## src/rtl/alu_pkg.sv

```systemverilog
// Shared ALU opcode definitions used by the IDU and by alu_pipe.
package alu_pkg;

  localparam int ALU_OP_W           = 5;
  localparam int ALU_OP_ILLEGAL_MIN = 16;

  typedef enum logic [ALU_OP_W-1:0] {
    OP_BEQ     = 5'd0,
    OP_BNE     = 5'd1,
    OP_BLT     = 5'd2,
    OP_BGE     = 5'd3,
    OP_BLTU    = 5'd4,
    OP_BGEU    = 5'd5,
    OP_ADD     = 5'd6,
    OP_SUB     = 5'd7,
    OP_SLL     = 5'd8,
    OP_SLT     = 5'd9,
    OP_SLTU    = 5'd10,
    OP_XOR     = 5'd11,
    OP_SRL     = 5'd12,
    OP_SRA     = 5'd13,
    OP_OR      = 5'd14,
    OP_AND     = 5'd15,
    OP_ILLEGAL = 5'd16
  } alu_op_e;

  typedef struct packed {
    logic overflow;
    logic con_met;
    logic zero;
    logic err;
  } alu_flags_t;

  function automatic logic op_is_illegal(input logic [ALU_OP_W-1:0] op);
    return op >= ALU_OP_W'(ALU_OP_ILLEGAL_MIN);
  endfunction

  function automatic logic op_is_branch(input logic [ALU_OP_W-1:0] op);
    return op <= OP_BGEU;
  endfunction

endpackage

```

## src/rtl/alu_exec.sv

```systemverilog
// Combinational execute unit: result and flags for one decoded operation.
module alu_exec
  import alu_pkg::*;
#(
  parameter int XLEN = 32
) (
  input  logic [ALU_OP_W-1:0] op,
  input  logic [XLEN-1:0]     dat1,
  input  logic [XLEN-1:0]     dat2,
  output logic [XLEN-1:0]     result,
  output alu_flags_t          flags
);

  localparam int SH_W = $clog2(XLEN);

  logic [SH_W-1:0] shamt;
  logic [XLEN-1:0] sum;
  logic [XLEN-1:0] diff;
  logic            lt_s;
  logic            lt_u;
  logic            eq;

  assign shamt = dat2[SH_W-1:0];
  assign sum   = dat1 + dat2;
  assign diff  = dat1 - dat2;
  assign lt_s  = $signed(dat1) < $signed(dat2);
  assign lt_u  = dat1 < dat2;
  assign eq    = dat1 == dat2;

  always_comb begin
    result = '0;
    flags  = '0;
    case (op)
      OP_BEQ:  flags.con_met = eq;
      OP_BNE:  flags.con_met = !eq;
      OP_BLT:  flags.con_met = lt_s;
      OP_BGE:  flags.con_met = !lt_s;
      OP_BLTU: flags.con_met = lt_u;
      OP_BGEU: flags.con_met = !lt_u;
      OP_ADD: begin
        result         = sum;
        flags.overflow = (dat1[XLEN-1] == dat2[XLEN-1]) && (sum[XLEN-1] != dat1[XLEN-1]);
      end
      OP_SUB: begin
        result         = diff;
        flags.overflow = (dat1[XLEN-1] != dat2[XLEN-1]) && (diff[XLEN-1] != dat1[XLEN-1]);
      end
      OP_SLL:  result = dat1 << shamt;
      OP_SLT: begin
        result        = {{(XLEN-1){1'b0}}, lt_s};
        flags.con_met = lt_s;
      end
      OP_SLTU: begin
        result        = {{(XLEN-1){1'b0}}, lt_u};
        flags.con_met = lt_u;
      end
      OP_XOR:  result = dat1 ^ dat2;
      OP_SRL:  result = dat1 >> shamt;
      OP_SRA:  result = $unsigned($signed(dat1) >>> shamt);
      OP_OR:   result = dat1 | dat2;
      OP_AND:  result = dat1 & dat2;
      default: flags.err = 1'b1;
    endcase
    // Zero flag only describes arithmetic/logic results, never branches or illegal codes.
    if (!op_is_branch(op) && !op_is_illegal(op)) begin
      flags.zero = (result == '0);
    end
  end

endmodule

```

## src/rtl/alu_pipe.sv

```systemverilog
// Two-stage pipelined ALU with valid/ready on both sides.
// Optional sticky illegal-op trap enabled by defining ALU_PIPE_ERR_TRAP_EN.
//
// Handshake: a transfer happens on a rising edge where valid && ready; the
// producer holds valid and payload stable until that edge, and ready never
// depends combinationally on valid of the same side.
module alu_pipe
  import alu_pkg::*;
#(
  parameter int XLEN  = 32,
  parameter int TAG_W = 4
) (
  input  logic                soc_clk,
  input  logic                reset,
  input  logic                in_valid,
  output logic                in_ready,
  input  logic [ALU_OP_W-1:0] in_op,
  input  logic [XLEN-1:0]     in_dat1,
  input  logic [XLEN-1:0]     in_dat2,
  input  logic [TAG_W-1:0]    in_tag,
`ifdef ALU_PIPE_ERR_TRAP_EN
  input  logic                err_clr,
  output logic                err_sticky,
`endif
  output logic                out_valid,
  input  logic                out_ready,
  output logic [XLEN-1:0]     out_result,
  output logic [TAG_W-1:0]    out_tag,
  output logic                out_overflow,
  output logic                out_con_met,
  output logic                out_zero,
  output logic                out_err
);

  logic                s1_valid;
  logic [ALU_OP_W-1:0] s1_op;
  logic [XLEN-1:0]     s1_dat1;
  logic [XLEN-1:0]     s1_dat2;
  logic [TAG_W-1:0]    s1_tag;

  logic                s1_accept;
  logic                s2_can_load;
  logic                s2_load;
  logic                pipe_ready;

  logic [XLEN-1:0]     exec_result;
  alu_flags_t          exec_flags;

  assign s2_can_load = !out_valid || out_ready;
  assign s2_load     = s1_valid && s2_can_load;
  assign pipe_ready  = !s1_valid || s2_can_load;
  assign s1_accept   = in_valid && in_ready;

`ifdef ALU_PIPE_ERR_TRAP_EN
  logic trap_set;

  assign trap_set = s2_load && op_is_illegal(s1_op);
  // The trap only blocks new accepts; whatever already sits in S1 still drains.
  assign in_ready = pipe_ready && !err_sticky;

  always_ff @(posedge soc_clk or negedge reset) begin
    if (!reset) begin
      err_sticky <= 1'b0;
    end else if (trap_set) begin
      err_sticky <= 1'b1;
    end else if (err_clr) begin
      err_sticky <= 1'b0;
    end
  end
`else
  assign in_ready = pipe_ready;
`endif

  always_ff @(posedge soc_clk or negedge reset) begin
    if (!reset) begin
      s1_valid <= 1'b0;
      s1_op    <= '0;
      s1_dat1  <= '0;
      s1_dat2  <= '0;
      s1_tag   <= '0;
    end else begin
      if (s1_accept) begin
        s1_valid <= 1'b1;
        s1_op    <= in_op;
        s1_dat1  <= in_dat1;
        s1_dat2  <= in_dat2;
        s1_tag   <= in_tag;
      end else if (s2_load) begin
        s1_valid <= 1'b0;
      end
    end
  end

  alu_exec #(
    .XLEN(XLEN)
  ) u_exec (
    .op     (s1_op),
    .dat1   (s1_dat1),
    .dat2   (s1_dat2),
    .result (exec_result),
    .flags  (exec_flags)
  );

  // S2 payload only changes on a load, so it stays frozen under backpressure.
  always_ff @(posedge soc_clk or negedge reset) begin
    if (!reset) begin
      out_valid    <= 1'b0;
      out_result   <= '0;
      out_tag      <= '0;
      out_overflow <= 1'b0;
      out_con_met  <= 1'b0;
      out_zero     <= 1'b0;
      out_err      <= 1'b0;
    end else begin
      if (s2_load) begin
        out_valid    <= 1'b1;
        out_result   <= exec_result;
        out_tag      <= s1_tag;
        out_overflow <= exec_flags.overflow;
        out_con_met  <= exec_flags.con_met;
        out_zero     <= exec_flags.zero;
        out_err      <= exec_flags.err;
      end else if (out_ready) begin
        out_valid <= 1'b0;
      end
    end
  end

endmodule

```

## config.mk

```make
export PLATFORM = sky130hd
export DESIGN_NAME = alu_pipe
export DESIGN_NICKNAME = d
export VERILOG_FILES = /design/src/rtl/alu_pkg.sv /design/src/rtl/alu_exec.sv /design/src/rtl/alu_pipe.sv
export SDC_FILE = /design/constraint.sdc
export NUM_CORES = 1
export LEC_CHECK = 0
export CORE_MARGIN = 4
export CORE_UTILIZATION = 43
export CTS_CLUSTER_SIZE = 20
export DETAILED_ROUTE_END_ITERATION = 10
export SYNTH_ARGS = -nofsm -noshare
export SYNTH_HDL_FRONTEND = slang
export SYNTH_SLANG_ARGS = --single-unit
```

## constraint.sdc

```tcl
create_clock -name soc_clk -period 5.8 [get_ports soc_clk]
set_input_delay 1.16 -clock soc_clk [delete_from_list [all_inputs] [get_ports soc_clk]]
set_output_delay 1.16 -clock soc_clk [all_outputs]
set_load 0.01 [all_outputs]
```

# Yosys cells after proc, flatten, opt, wreduce, memory -nomap -nowiden
# Cells that the tools add are included.
# W data, S select, Z words.
[word_totals] output_inout_bits=42 ff_bits=115 word_cells=74 in_bits=77
[op_classes] shifts=3 reduce_logical=21 mux=9 bitwise_logic=3 n_lt_le_gt_ge=4 n_eq_ne=20 n_addsub=2
[ops] cell="$pmux W32 S10" count=1
[ops] cell="$lt A32 B32 Y1" count=2
[ops] cell="$eq A5 B4 Y1 const B" count=8
[ops] cell="$add A32 B32 Y32" count=1
[ops] cell="$and A32 B32 Y32" count=1
[ops] cell="$eq A32 B32 Y1" count=1
[ops] cell="$logic_not A32 Y1" count=1
[ops] cell="$or A32 B32 Y32" count=1
[ops] cell="$shl A32 B5 Y32" count=1
[ops] cell="$shr A32 B5 Y32" count=1
[ops] cell="$sshr A32 B5 Y32" count=1
[ops] cell="$sub A32 B32 Y32" count=1
[ops] cell="$xor A32 B32 Y32" count=1
[ops] cell="$eq A5 B3 Y1 const B" count=4
[ops] cell="$reduce_or A16 Y1" count=1
[ops] cell="$eq A5 B2 Y1 const B" count=2
[ops] cell="$logic_not A1 Y1" count=7
[ops] cell="$mux W1" count=6
[ops] cell="$pmux W1 S6" count=1
[ops] cell="$eq A5 B1 Y1 const B" count=1
[ops] cell="$ge A5 B5 Y1 const B" count=1
[ops] cell="$le A5 B3 Y1 const B" count=1
[ops] cell="$logic_and A1 B1 Y1" count=5
[ops] cell="$logic_not A5 Y1" count=1
[ops] cell="6 further kinds" count=11

# Depth between registers and ports, before layout
# Gate-level depths: netlist of the first run.
[depth] word_depth=5 depth_mapped=18 ltp_nobuf=14

# Modules after synthesis
# A second synthesis of the first run with hierarchy kept.
[unflattened] cells_unflattened=1587 hier_area_um2=13950.9
[modules_own_cells] mod="alu_exec" cells_each=1342 seq_area_each_um2=0.0 instances=1 area_per_inst_um2=9286.4
[modules_own_cells] mod="alu_pipe" cells_each=245 seq_area_each_um2=2877.8 instances=1 area_per_inst_um2=4664.5

# Worst setup path before layout of the first run
# Ideal clock, no wire load.
[synth_path] path_kind="register -> register" from="register s1_dat2[2]" to="register out_zero" arrival_ps=3973 synth_period_minus_slack_ps=4065 required_time_ps=5708 path_slack_ps=1735 path_buffers=5 stages_incl_launch_ff=19 setup_time_ps=92 path_cell_list="dfrtp_1 -> buf_2 -> inv_1 -> buf_2 -> buf_2 -> clkbuf_1 -> ha_1 -> buf_2 -> inv_1 -> o21a_1 -> a211o_1 -> a211oi_2 -> o21ai_1 -> a311oi_1 -> o221ai_1 -> a211o_1 -> and4b_1 -> nand4b_1 -> o31ai_2"
[synth_between] elab_chain_cells=4 elab_cells_between_ends=13 classes_between="add/sub (2); order compare (2); shift (3); mux (2); bitwise (3); reduce/logical (1)"
[synth_rtl] item="start: declaration" line_no="alu_pipe.sv:38" rtl="logic [XLEN-1:0] s1_dat2;"
[synth_rtl] item="start signal: assignment" line_no="alu_pipe.sv:86" rtl="s1_dat2 <= in_dat2;"
[synth_rtl] item="$sub A32 B32 Y32, or another cell as far along" line_no="alu_exec.sv:25" rtl="assign diff = dat1 - dat2;"
[synth_rtl] item="$pmux W32 S10 (*)" line_no="alu_exec.sv:33" rtl="case (op)"
[synth_rtl] item="$logic_not A32 Y1 (*)" line_no="alu_exec.sv:66" rtl="flags.zero = (result == '0);"
[synth_rtl] item="$mux W1 (*)" line_no="alu_exec.sv:65" rtl="if (!op_is_branch(op) && !op_is_illegal(op)) begin"
[synth_rtl] item="end signal: assignment" line_no="alu_pipe.sv:121" rtl="out_zero <= exec_flags.zero;"
[synth_rtl] item="end: declaration" line_no="alu_pipe.sv:31" rtl="output logic out_zero,"
# Mark *: on every way between the ends. The rest lies on a longest branch, timed or not.
# A chain may end at the register's enable or synchronous reset.

# Worst setup path in the final report of the first run
[layout_path] from="register s1_dat2[1]" to="register out_zero"
# Same word-level chain as after synthesis.

==> run_summary.xml, run 1 <==
<?xml version="1.0" encoding="UTF-8"?>
<metrics>
  <group name="status">
    <metric name="status" unit="">finished, final reports clean</metric>
  </group>
  <group name="clocking">
    <metric name="cts.repair.resized" unit="">0</metric>
    <metric name="clk_latency" unit="ns">0.45</metric>
    <metric name="clk_pin_slew" unit="ns">0.06</metric>
    <metric name="clk_path_buf_depth" unit="">2</metric>
    <metric name="cts_post_setup_buffers_inserted" unit="">0</metric>
    <metric name="ctsRootBufferMaster" unit="">sky130_fd_sc_hd__clkbuf_16</metric>
    <metric name="cts_hold_repair.buffers" unit="">0</metric>
    <metric name="htree_levels" unit="">4</metric>
    <metric name="cts-buffers-inserted" unit="">17</metric>
    <metric name="cts.sinks" unit="">115</metric>
    <metric name="cts_tree" unit="">done</metric>
  </group>
  <group name="sta">
    <metric name="unrepaired_setup_endpoints_after_global_routing" unit="">false</metric>
    <metric name="max_freq" unit="GHz">0.204</metric>
    <metric name="setup_viol_count_final" unit="">0</metric>
    <metric name="timing_hold_violations_final" unit="">0</metric>
    <metric name="maxSlewViolCount" unit="">0</metric>
    <metric name="worst-slew-pin-transition" unit="ns">1.25</metric>
    <metric name="maxSlewHeadroom" unit="%">16.0</metric>
    <metric name="clock_tree_skew_after_final_layout" unit="ns">0.0119</metric>
    <metric name="timing.setup.tns" unit="ns">0</metric>
    <metric name="final.min_clock_period" unit="ns">4.89</metric>
    <metric name="finalCritPeriodShare" unit="%">84.3</metric>
  </group>
  <group name="critical_path">
    <metric name="start_kind" unit="">flip-flop</metric>
    <metric name="timing.rr.end" unit="">out_zero$_DFFE_PN0P_</metric>
    <metric name="required" unit="ns">6.16</metric>
    <metric name="worst-r2r-cell-count" unit="">13</metric>
    <metric name="setup.worst_path.class" unit="">flip-flop to flip-flop</metric>
    <metric name="r2r_setup_slack" unit="ns">0.91</metric>
    <metric name="cp.arrival" unit="ns">5.25</metric>
    <metric name="r2r_start" unit="">s1_dat2[1]$_DFFE_PN0P_</metric>
    <metric name="endpoint_kind" unit="">flip-flop</metric>
    <metric name="critical_path.max_fanout" unit="">43</metric>
  </group>
  <group name="grt">
    <metric name="grt_pass1_vias" unit="">14800</metric>
    <metric name="grt_first_pass_wirelength" unit="mm">104</metric>
    <metric name="grt_start_max_net_pins" unit="">64</metric>
    <metric name="grt_overflow" unit="">0</metric>
    <metric name="grt_usage" unit="%">38.5</metric>
    <metric name="initial_antenna_violation_count" unit="">1</metric>
  </group>
  <group name="min_path">
    <metric name="holdPathEnd" unit="">out_tag[3]$_DFFE_PN0P_</metric>
    <metric name="hold_path.class" unit="">flip-flop to flip-flop</metric>
    <metric name="hp-start" unit="">s1_tag[3]$_DFFE_PN0P_</metric>
    <metric name="timing.hold.worst_path_depth" unit="">2</metric>
  </group>
  <group name="cells_and_area">
    <metric name="syn_to_final_growth" unit="%">13.9</metric>
    <metric name="sequential_cell_area" unit="um2">2890</metric>
    <metric name="layout-drive-gt1-share" unit="%">15.3</metric>
    <metric name="antennaDiodeCount" unit="">0</metric>
    <metric name="filler_cell_count" unit="">3326</metric>
    <metric name="fin_nets" unit="">2031</metric>
    <metric name="multi_input_area" unit="um2">10700</metric>
  </group>
  <group name="pwr">
    <metric name="power.total" unit="mW">5.70</metric>
    <metric name="leakage_power_summed_over_all_cells" unit="nW">6.96</metric>
    <metric name="cellPowerDensity" unit="nW/um2">341</metric>
    <metric name="vdd.ir_drop.worst" unit="mV">0.272</metric>
  </group>
  <group name="yosys">
    <metric name="area_of_the_mapped_netlist" unit="um2">14700</metric>
    <metric name="syn-mean-instance-area" unit="um2">8.11</metric>
    <metric name="synthesis_stage_register_bit_count" unit="">115</metric>
    <metric name="synth.lib_cells_used.distinct" unit="">97</metric>
    <metric name="synth-seq-area-share" unit="%">19.6</metric>
    <metric name="syn-num-nets" unit="">1987</metric>
    <metric name="synth-main-ff-cell" unit="">sky130_fd_sc_hd__dfrtp_1</metric>
    <metric name="synth_edf_count" unit="">0</metric>
    <metric name="syn_inst" unit="">1809</metric>
    <metric name="async_set_reset_flop_share_out_of_synthesis" unit="%">100</metric>
    <metric name="yosysWarningCount" unit="">0</metric>
  </group>
  <group name="detailed_routing">
    <metric name="routed_wire_length_per_instance" unit="um">31.1</metric>
    <metric name="firstDrtPassIters" unit="">7</metric>
    <metric name="topRoutingLayerUsed" unit="">met4</metric>
    <metric name="detail-route-antenna-nets" unit="">0</metric>
    <metric name="drt_iter0_markers" unit="">2173</metric>
    <metric name="vias" unit="">15600</metric>
    <metric name="wl_met3" unit="mm">7.72</metric>
    <metric name="routedLengthMet1" unit="mm">30.6</metric>
    <metric name="wirelength" unit="mm">71.9</metric>
    <metric name="drt-vias-per-instance" unit="">6.73</metric>
    <metric name="met2_length" unit="mm">29.7</metric>
    <metric name="drc" unit="">0</metric>
  </group>
  <group name="floorplanning">
    <metric name="die_height" unit="um">193</metric>
    <metric name="starting_density" unit="%">43.7</metric>
    <metric name="std_cell_core_area" unit="um2">33600</metric>
    <metric name="die_w" unit="um">193</metric>
    <metric name="rows" unit="">67</metric>
    <metric name="io_pins" unit="">119</metric>
    <metric name="floorplan.die_area" unit="um2">37200</metric>
  </group>
  <group name="placement">
    <metric name="io_buffers" unit="">118</metric>
    <metric name="place_congestion" unit="">1.09</metric>
    <metric name="hpwlAfterDp" unit="mm">56.1</metric>
  </group>
  <group name="run">
    <metric name="timing.max_cap.violations" unit="">0</metric>
  </group>
</metrics>
-- routing by layer --
layer,vias up,track usage [%]
met5,-,0
met4,0,18.0
met3,150,10.0
met2,1020,55.3
met1,7608,53.9
li1,6793,-
-- power by group --
part,internal [mW],switching (mW)
Sequential,0.967,0.235
Clock,0.616,0.424
Combinational,1.29,2.17
Total,2.87,2.83
-- registers in the layout (all words and copies together) (netlist names) --
register / cells
out_con_met: 1
s1_dat1: 32
s1_tag: 4
out_valid: 1
out_zero: 1
s1_valid: 1
s1_dat2: 32
out_result: 32
out_overflow: 1
out_err: 1
out_tag: 4
s1_op: 5
-- critical path, cell delays in order, from the launching register on --
cell and delay [ns]:
sky130_fd_sc_hd__dfrtp_4 0.82, sky130_fd_sc_hd__inv_2 0.40, sky130_fd_sc_hd__fa_1 0.52, sky130_fd_sc_hd__nand2b_1 0.19, sky130_fd_sc_hd__a21oi_1 0.30, sky130_fd_sc_hd__o31a_1 0.20, sky130_fd_sc_hd__o21ai_0 0.29, sky130_fd_sc_hd__o31ai_1 0.46
sky130_fd_sc_hd__xnor2_1 0.17, sky130_fd_sc_hd__nor2_1 0.05, sky130_fd_sc_hd__nor4b_1 0.62, sky130_fd_sc_hd__and4_1 0.37, sky130_fd_sc_hd__nand4_1 0.15, sky130_fd_sc_hd__o31ai_2 0.24
-- layout make-up --
type                            count  share of cell area [%]
Tap cell                          448                    3.35
Clock inverter                     13                   0.749
Clock buffer                       19                    2.71
Multi-Input combinational cell   1444                    63.9
Timing Repair Buffer              176                    9.73
Inverter                           99                    2.22
Sequential cell                   115                    17.3
-- worst max path at each step --
| stage | start | to | slack [ns] | depth (start not counted) |
|---|---|---|---|---|
| 2_1_floorplan | s1_dat2[2]$_DFFE_PN0P_ | out_zero$_DFFE_PN0P_ | 1.74 | 18 |
| 3_3_place_gp | s1_dat2[0]$_DFFE_PN0P_ | out_zero$_DFFE_PN0P_ | 1.25 | 13 |
| 3_5_place_dp | s1_dat2[1]$_DFFE_PN0P_ | out_zero$_DFFE_PN0P_ | 1.13 | 13 |
| 4_1_cts | s1_dat2[1]$_DFFE_PN0P_ | out_zero$_DFFE_PN0P_ | 1.09 | 13 |
| 5_1_grt | s1_dat2[1]$_DFFE_PN0P_ | out_zero$_DFFE_PN0P_ | 0.69 | 13 |
| 6_report | s1_dat2[1]$_DFFE_PN0P_ | out_zero$_DFFE_PN0P_ | 0.91 | 13 |
-- cells by family after synthesis --
family | Yosys count | share of synthesized area, %
and+or+nand+nor | 585 | 18.7
AOI/OAI and AO/OA | 522 | 24.2
buffers and inverters | 250 | 7.74
muxes | 219 | 20.0
DFF | 115 | 19.6
adders and majority gates | 101 | 8.71
xor gates and xnor gates | 17 | 1.01
-- cell usage in the layout (no fill, tap or decap), types with 10 or more instances in the layout --
master,count
sky130_fd_sc_hd__buf_4,58
sky130_fd_sc_hd__o221ai_1,11
sky130_fd_sc_hd__o22ai_1,15
sky130_fd_sc_hd__clkdlybuf4s50_1,117
sky130_fd_sc_hd__nor3_1,39
sky130_fd_sc_hd__a21o_1,23
sky130_fd_sc_hd__nor4_1,20
sky130_fd_sc_hd__xnor2_1,13
sky130_fd_sc_hd__nand2b_1,24
sky130_fd_sc_hd__o31ai_1,10
sky130_fd_sc_hd__inv_1,96
sky130_fd_sc_hd__o211ai_1,24
sky130_fd_sc_hd__mux2i_1,53
sky130_fd_sc_hd__a22oi_1,18
sky130_fd_sc_hd__a31oi_1,20
sky130_fd_sc_hd__or3_1,10
sky130_fd_sc_hd__ha_1,99
sky130_fd_sc_hd__and3_1,12
sky130_fd_sc_hd__mux4_2,34
sky130_fd_sc_hd__a211o_1,12
sky130_fd_sc_hd__a21oi_1,115
sky130_fd_sc_hd__a211oi_1,28
sky130_fd_sc_hd__mux2_2,122
sky130_fd_sc_hd__nor2b_1,10
sky130_fd_sc_hd__clkbuf_16,17
sky130_fd_sc_hd__nand2_1,171
sky130_fd_sc_hd__a221oi_1,11
sky130_fd_sc_hd__o21ai_0,107
sky130_fd_sc_hd__dfrtp_1,111
sky130_fd_sc_hd__nand3_1,42
sky130_fd_sc_hd__nand4_1,21
sky130_fd_sc_hd__nor2_1,181
-- cell usage after synthesis (all sizes together), types with 23 or more instances --
cell type / n / share of area [%]
nor2: 183 / 4.7
nand2: 172 / 4.4
mux2: 122 / 9.4
a21oi: 115 / 3.9
dfrtp: 115 / 20
o21ai: 111 / 3.8
ha: 99 / 8.4
inv: 97 / 2.5
clkbuf: 91 / 2.3
buf: 60 / 2.9
mux2i: 54 / 3.8
mux4: 43 / 6.8
nand3: 43 / 1.5
nor3: 41 / 1.4
a211oi: 30 / 1.6
nand2b: 24 / 1.0
o211ai: 24 / 1.2
a21o: 23 / 1.2
-- stage by stage --
stage / instances / hold slack [ns] / instance area (um2) / utilization (%) / setup slack (ns)
2_1_floorplan: 1809 / 0.433 / 14700 / - / 1.74
3_3_place_gp: 2282 / 0.439 / 16100 / 48.0 / 1.25
3_5_place_dp: 2282 / 0.449 / 16100 / 48.0 / 1.13
4_1_cts: 2314 / 0.458 / 16700 / 49.7 / 1.09
5_1_grt: 2314 / 0.497 / 16700 / 49.7 / 0.691
6_report: 2314 / 0.465 / 16700 / 49.7 / 0.910
(Power assumes the default switching activity.)
==> run 2: changes to the inputs <==
==> constraint.sdc (replaced) <==
create_clock -name soc_clk -period 4.8 [get_ports soc_clk]
set_input_delay 0.96 -clock soc_clk [delete_from_list [all_inputs] [get_ports soc_clk]]
set_output_delay 0.96 -clock soc_clk [all_outputs]
set_load 0.01 [all_outputs]
==> run_summary.xml, run 2 (same netlist as run 1, synthesis figures left out) <==
<?xml version="1.0" encoding="UTF-8"?>
<metrics>
  <group name="pwr">
    <metric name="seq_power_share" unit="%">19.8</metric>
    <metric name="vdd.ir_drop.worst" unit="mV">0.325</metric>
    <metric name="power.share.clock" unit="%">19.2</metric>
    <metric name="p_comb_share" unit="%">61.1</metric>
    <metric name="leakage_power_summed_over_all_cells" unit="nW">7.28</metric>
    <metric name="cellPowerDensity" unit="nW/um2">420</metric>
    <metric name="total_switching_power" unit="mW">3.50</metric>
    <metric name="p_int" unit="mW">3.73</metric>
    <metric name="switching_share" unit="%">48.4</metric>
  </group>
  <group name="critical_path">
    <metric name="slowest_delay" unit="ns">0.64</metric>
    <metric name="r2r_setup_slack" unit="ns">0.36</metric>
    <metric name="crit_path_top_delay_cell" unit="">sky130_fd_sc_hd__a2111oi_0</metric>
    <metric name="required" unit="ns">5.16</metric>
    <metric name="worst-path-buf-inv" unit="">2</metric>
    <metric name="critical_path.max_fanout" unit="">13</metric>
    <metric name="cp_top_family" unit="">compound AO/OA/AOI/OAI gates</metric>
    <metric name="endpoint_kind" unit="">flip-flop</metric>
    <metric name="setup.worst_path.class" unit="">flip-flop to flip-flop</metric>
    <metric name="cp.arrival" unit="ns">4.80</metric>
    <metric name="critical_path.cell_chain" unit="">inv_1 &gt; ha_1 &gt; nor4_2 &gt; o21ai_0 &gt; o311ai_0 &gt; a31oi_2 &gt; o21bai_1 &gt; a2111oi_1 &gt; buf_4 &gt; a2111oi_0 &gt; a21o_1 &gt; o31ai_1 &gt; nand4b_1 &gt; o31ai_2</metric>
    <metric name="start_kind" unit="">flip-flop</metric>
  </group>
  <group name="cells_and_area">
    <metric name="fin_util" unit="%">51.3</metric>
    <metric name="fin_nets" unit="">2091</metric>
    <metric name="final_cells" unit="">2376</metric>
    <metric name="filler_cell_count" unit="">3248</metric>
    <metric name="layout_common_cells" unit="">180 x sky130_fd_sc_hd__nor2_1, 171 x sky130_fd_sc_hd__nand2_1, 122 x sky130_fd_sc_hd__mux2_2</metric>
    <metric name="syn_to_final_growth" unit="%">17.5</metric>
    <metric name="most_common_library_cell_in_the_layout_ignoring_fill_and_taps" unit="">sky130_fd_sc_hd__nor2_1</metric>
    <metric name="layout-drive-gt1-share" unit="%">17.8</metric>
    <metric name="largest_registers" unit="">out_result (32), s1_dat1 (32), s1_dat2 (32)</metric>
  </group>
  <group name="sta">
    <metric name="timing_hold_violations_final" unit="">0</metric>
    <metric name="timing.setup.tns" unit="ns">0</metric>
    <metric name="maxSlewViolCount" unit="">0</metric>
    <metric name="final.min_clock_period" unit="ns">4.44</metric>
    <metric name="unrepaired_setup_endpoints_after_global_routing" unit="">false</metric>
    <metric name="clock_tree_skew_after_final_layout" unit="ns">0.0104</metric>
    <metric name="max_freq" unit="GHz">0.225</metric>
    <metric name="worst-slew-pin-transition" unit="ns">1.32</metric>
    <metric name="maxSlewHeadroom" unit="%">11.8</metric>
    <metric name="finalCritPeriodShare" unit="%">92.6</metric>
    <metric name="setup_viol_count_final" unit="">0</metric>
    <metric name="timing.final.ws_setup" unit="ns">0.356</metric>
  </group>
  <group name="grt">
    <metric name="grt_overflow" unit="">0</metric>
    <metric name="grt_start_max_net_pins" unit="">91</metric>
    <metric name="initial_antenna_violation_count" unit="">7</metric>
    <metric name="grt_pass1_vias" unit="">15500</metric>
    <metric name="grt_usage" unit="%">40.1</metric>
    <metric name="grt_first_pass_wirelength" unit="mm">108</metric>
  </group>
  <group name="clocking">
    <metric name="ctsRootBufferMaster" unit="">sky130_fd_sc_hd__clkbuf_16</metric>
    <metric name="clk_path_buf_depth" unit="">2</metric>
    <metric name="cts_post_setup_buffers_inserted" unit="">0</metric>
    <metric name="clk_pin_slew" unit="ns">0.06</metric>
    <metric name="cts_tree" unit="">done</metric>
    <metric name="htree_levels" unit="">4</metric>
    <metric name="cts_hold_repair.buffers" unit="">0</metric>
    <metric name="cts.sinks" unit="">115</metric>
    <metric name="cts-buffers-inserted" unit="">17</metric>
    <metric name="clk_latency" unit="ns">0.45</metric>
    <metric name="cts.repair.resized" unit="">0</metric>
  </group>
  <group name="min_path">
    <metric name="hold_path.class" unit="">flip-flop to flip-flop</metric>
  </group>
  <group name="detailed_routing">
    <metric name="wirelength" unit="mm">75.6</metric>
    <metric name="detail-route-antenna-nets" unit="">0</metric>
    <metric name="drt_iter0_markers" unit="">2680</metric>
    <metric name="routed_wire_length_per_instance" unit="um">31.8</metric>
    <metric name="vias" unit="">16300</metric>
    <metric name="drc" unit="">0</metric>
    <metric name="firstDrtPassIters" unit="">6</metric>
    <metric name="drt-vias-per-instance" unit="">6.87</metric>
  </group>
  <group name="floorplanning">
    <metric name="floorplan.die_area" unit="um2">37200</metric>
    <metric name="die_w" unit="um">193</metric>
    <metric name="rows" unit="">67</metric>
    <metric name="die_height" unit="um">193</metric>
    <metric name="starting_density" unit="%">43.7</metric>
    <metric name="io_pins" unit="">119</metric>
    <metric name="std_cell_core_area" unit="um2">33600</metric>
  </group>
  <group name="placement">
    <metric name="placedCellCount" unit="">2342</metric>
    <metric name="place_congestion" unit="">1.08</metric>
    <metric name="dp_slack" unit="ns">0.538</metric>
    <metric name="hpwlAfterDp" unit="mm">59.1</metric>
    <metric name="io_buffers" unit="">118</metric>
  </group>
  <group name="status">
    <metric name="status" unit="">finished, final reports clean</metric>
  </group>
  <group name="run">
    <metric name="timing.max_cap.violations" unit="">0</metric>
  </group>
</metrics>
[run 2: changes by cell type in the layout (fill, tap and decap cells not counted), moves of 2 or more]
cell	change
sky130_fd_sc_hd__buf_12	+2
sky130_fd_sc_hd__buf_4	+58
sky130_fd_sc_hd__bufinv_16	+3
sky130_fd_sc_hd__clkbuf_1	+3
sky130_fd_sc_hd__clkinvlp_4	-2
sky130_fd_sc_hd__diode_2	+2
[run 2: layout make-up]
class                   instances  area, um2  share of cell area, %
multi-input cells            1444      10700                   62.0
flip-flops and latches        115       2890                   16.8
repair buffers                236       2100                   12.2
well taps                     448        561                   3.25
clock buffers                  21        450                   2.61
inverters                      99        372                   2.15
clock inverters                11        175                   1.02
diodes                          2       5.00                 0.0290
[run 2: stage by stage]
step | hold slack (ns) | total power, mW | area, um2
after global routing | 0.498 | 7.52 | 17200
after floorplan | 0.433 | 3.93 | 14700
final | 0.465 | 7.24 | 17200
after global placement | 0.446 | 5.66 | 16600
after CTS | 0.465 | 7.08 | 17200
after detailed placement | 0.451 | 5.66 | 16600
[run 2: path summary, 6_finish.rpt]
path                                         from                 endpoint  cells past startpoint
setup / recovery           s1_dat1[9]$_DFFE_PN0P_     out_zero$_DFFE_PN0P_                     14
hold / removal              s1_tag[2]$_DFFE_PN0P_   out_tag[2]$_DFFE_PN0P_                      2
setup reg to reg           s1_dat1[9]$_DFFE_PN0P_     out_zero$_DFFE_PN0P_                     14
hold reg to reg             s1_tag[2]$_DFFE_PN0P_   out_tag[2]$_DFFE_PN0P_                      2
max in group asynchronous                   reset  s1_dat2[28]$_DFFE_PN0P_                      2
min in group asynchronous                   reset    s1_tag[0]$_DFFE_PN0P_                      1
[run 2: routing by layer]
metal	routed length (um)	vias up	global-route usage (%)	part of all wire (%)
met1	30700	7888	54.7	41
li1	-	6924	-	-
met4	5040	4	22.5	6.7
met2	30900	1268	57.4	41
met5	28	-	0	0.037
met3	8930	235	10.3	12
[run 2: power by group through the flow]
stage / Combinational, mW / Sequential (mW) / Clock (mW)
2_1_floorplan: 2.57 / 1.36 / 0
3_3_place_gp: 4.23 / 1.43 / 0
3_5_place_dp: 4.23 / 1.44 / 0
4_1_cts: 4.24 / 1.42 / 1.41
5_1_grt: 4.62 / 1.45 / 1.45
6_report: 4.42 / 1.43 / 1.39
[run 2: worst reg2reg max path, delay by kind of cell, from the launching register on]
family / cells / cell delay [ns]
buf+inv: 2 / 0.28
fa+ha+maj: 1 / 0.54
flops: 1 / 0.35
simple gates: 2 / 0.85
compound gates: 9 / 2.34
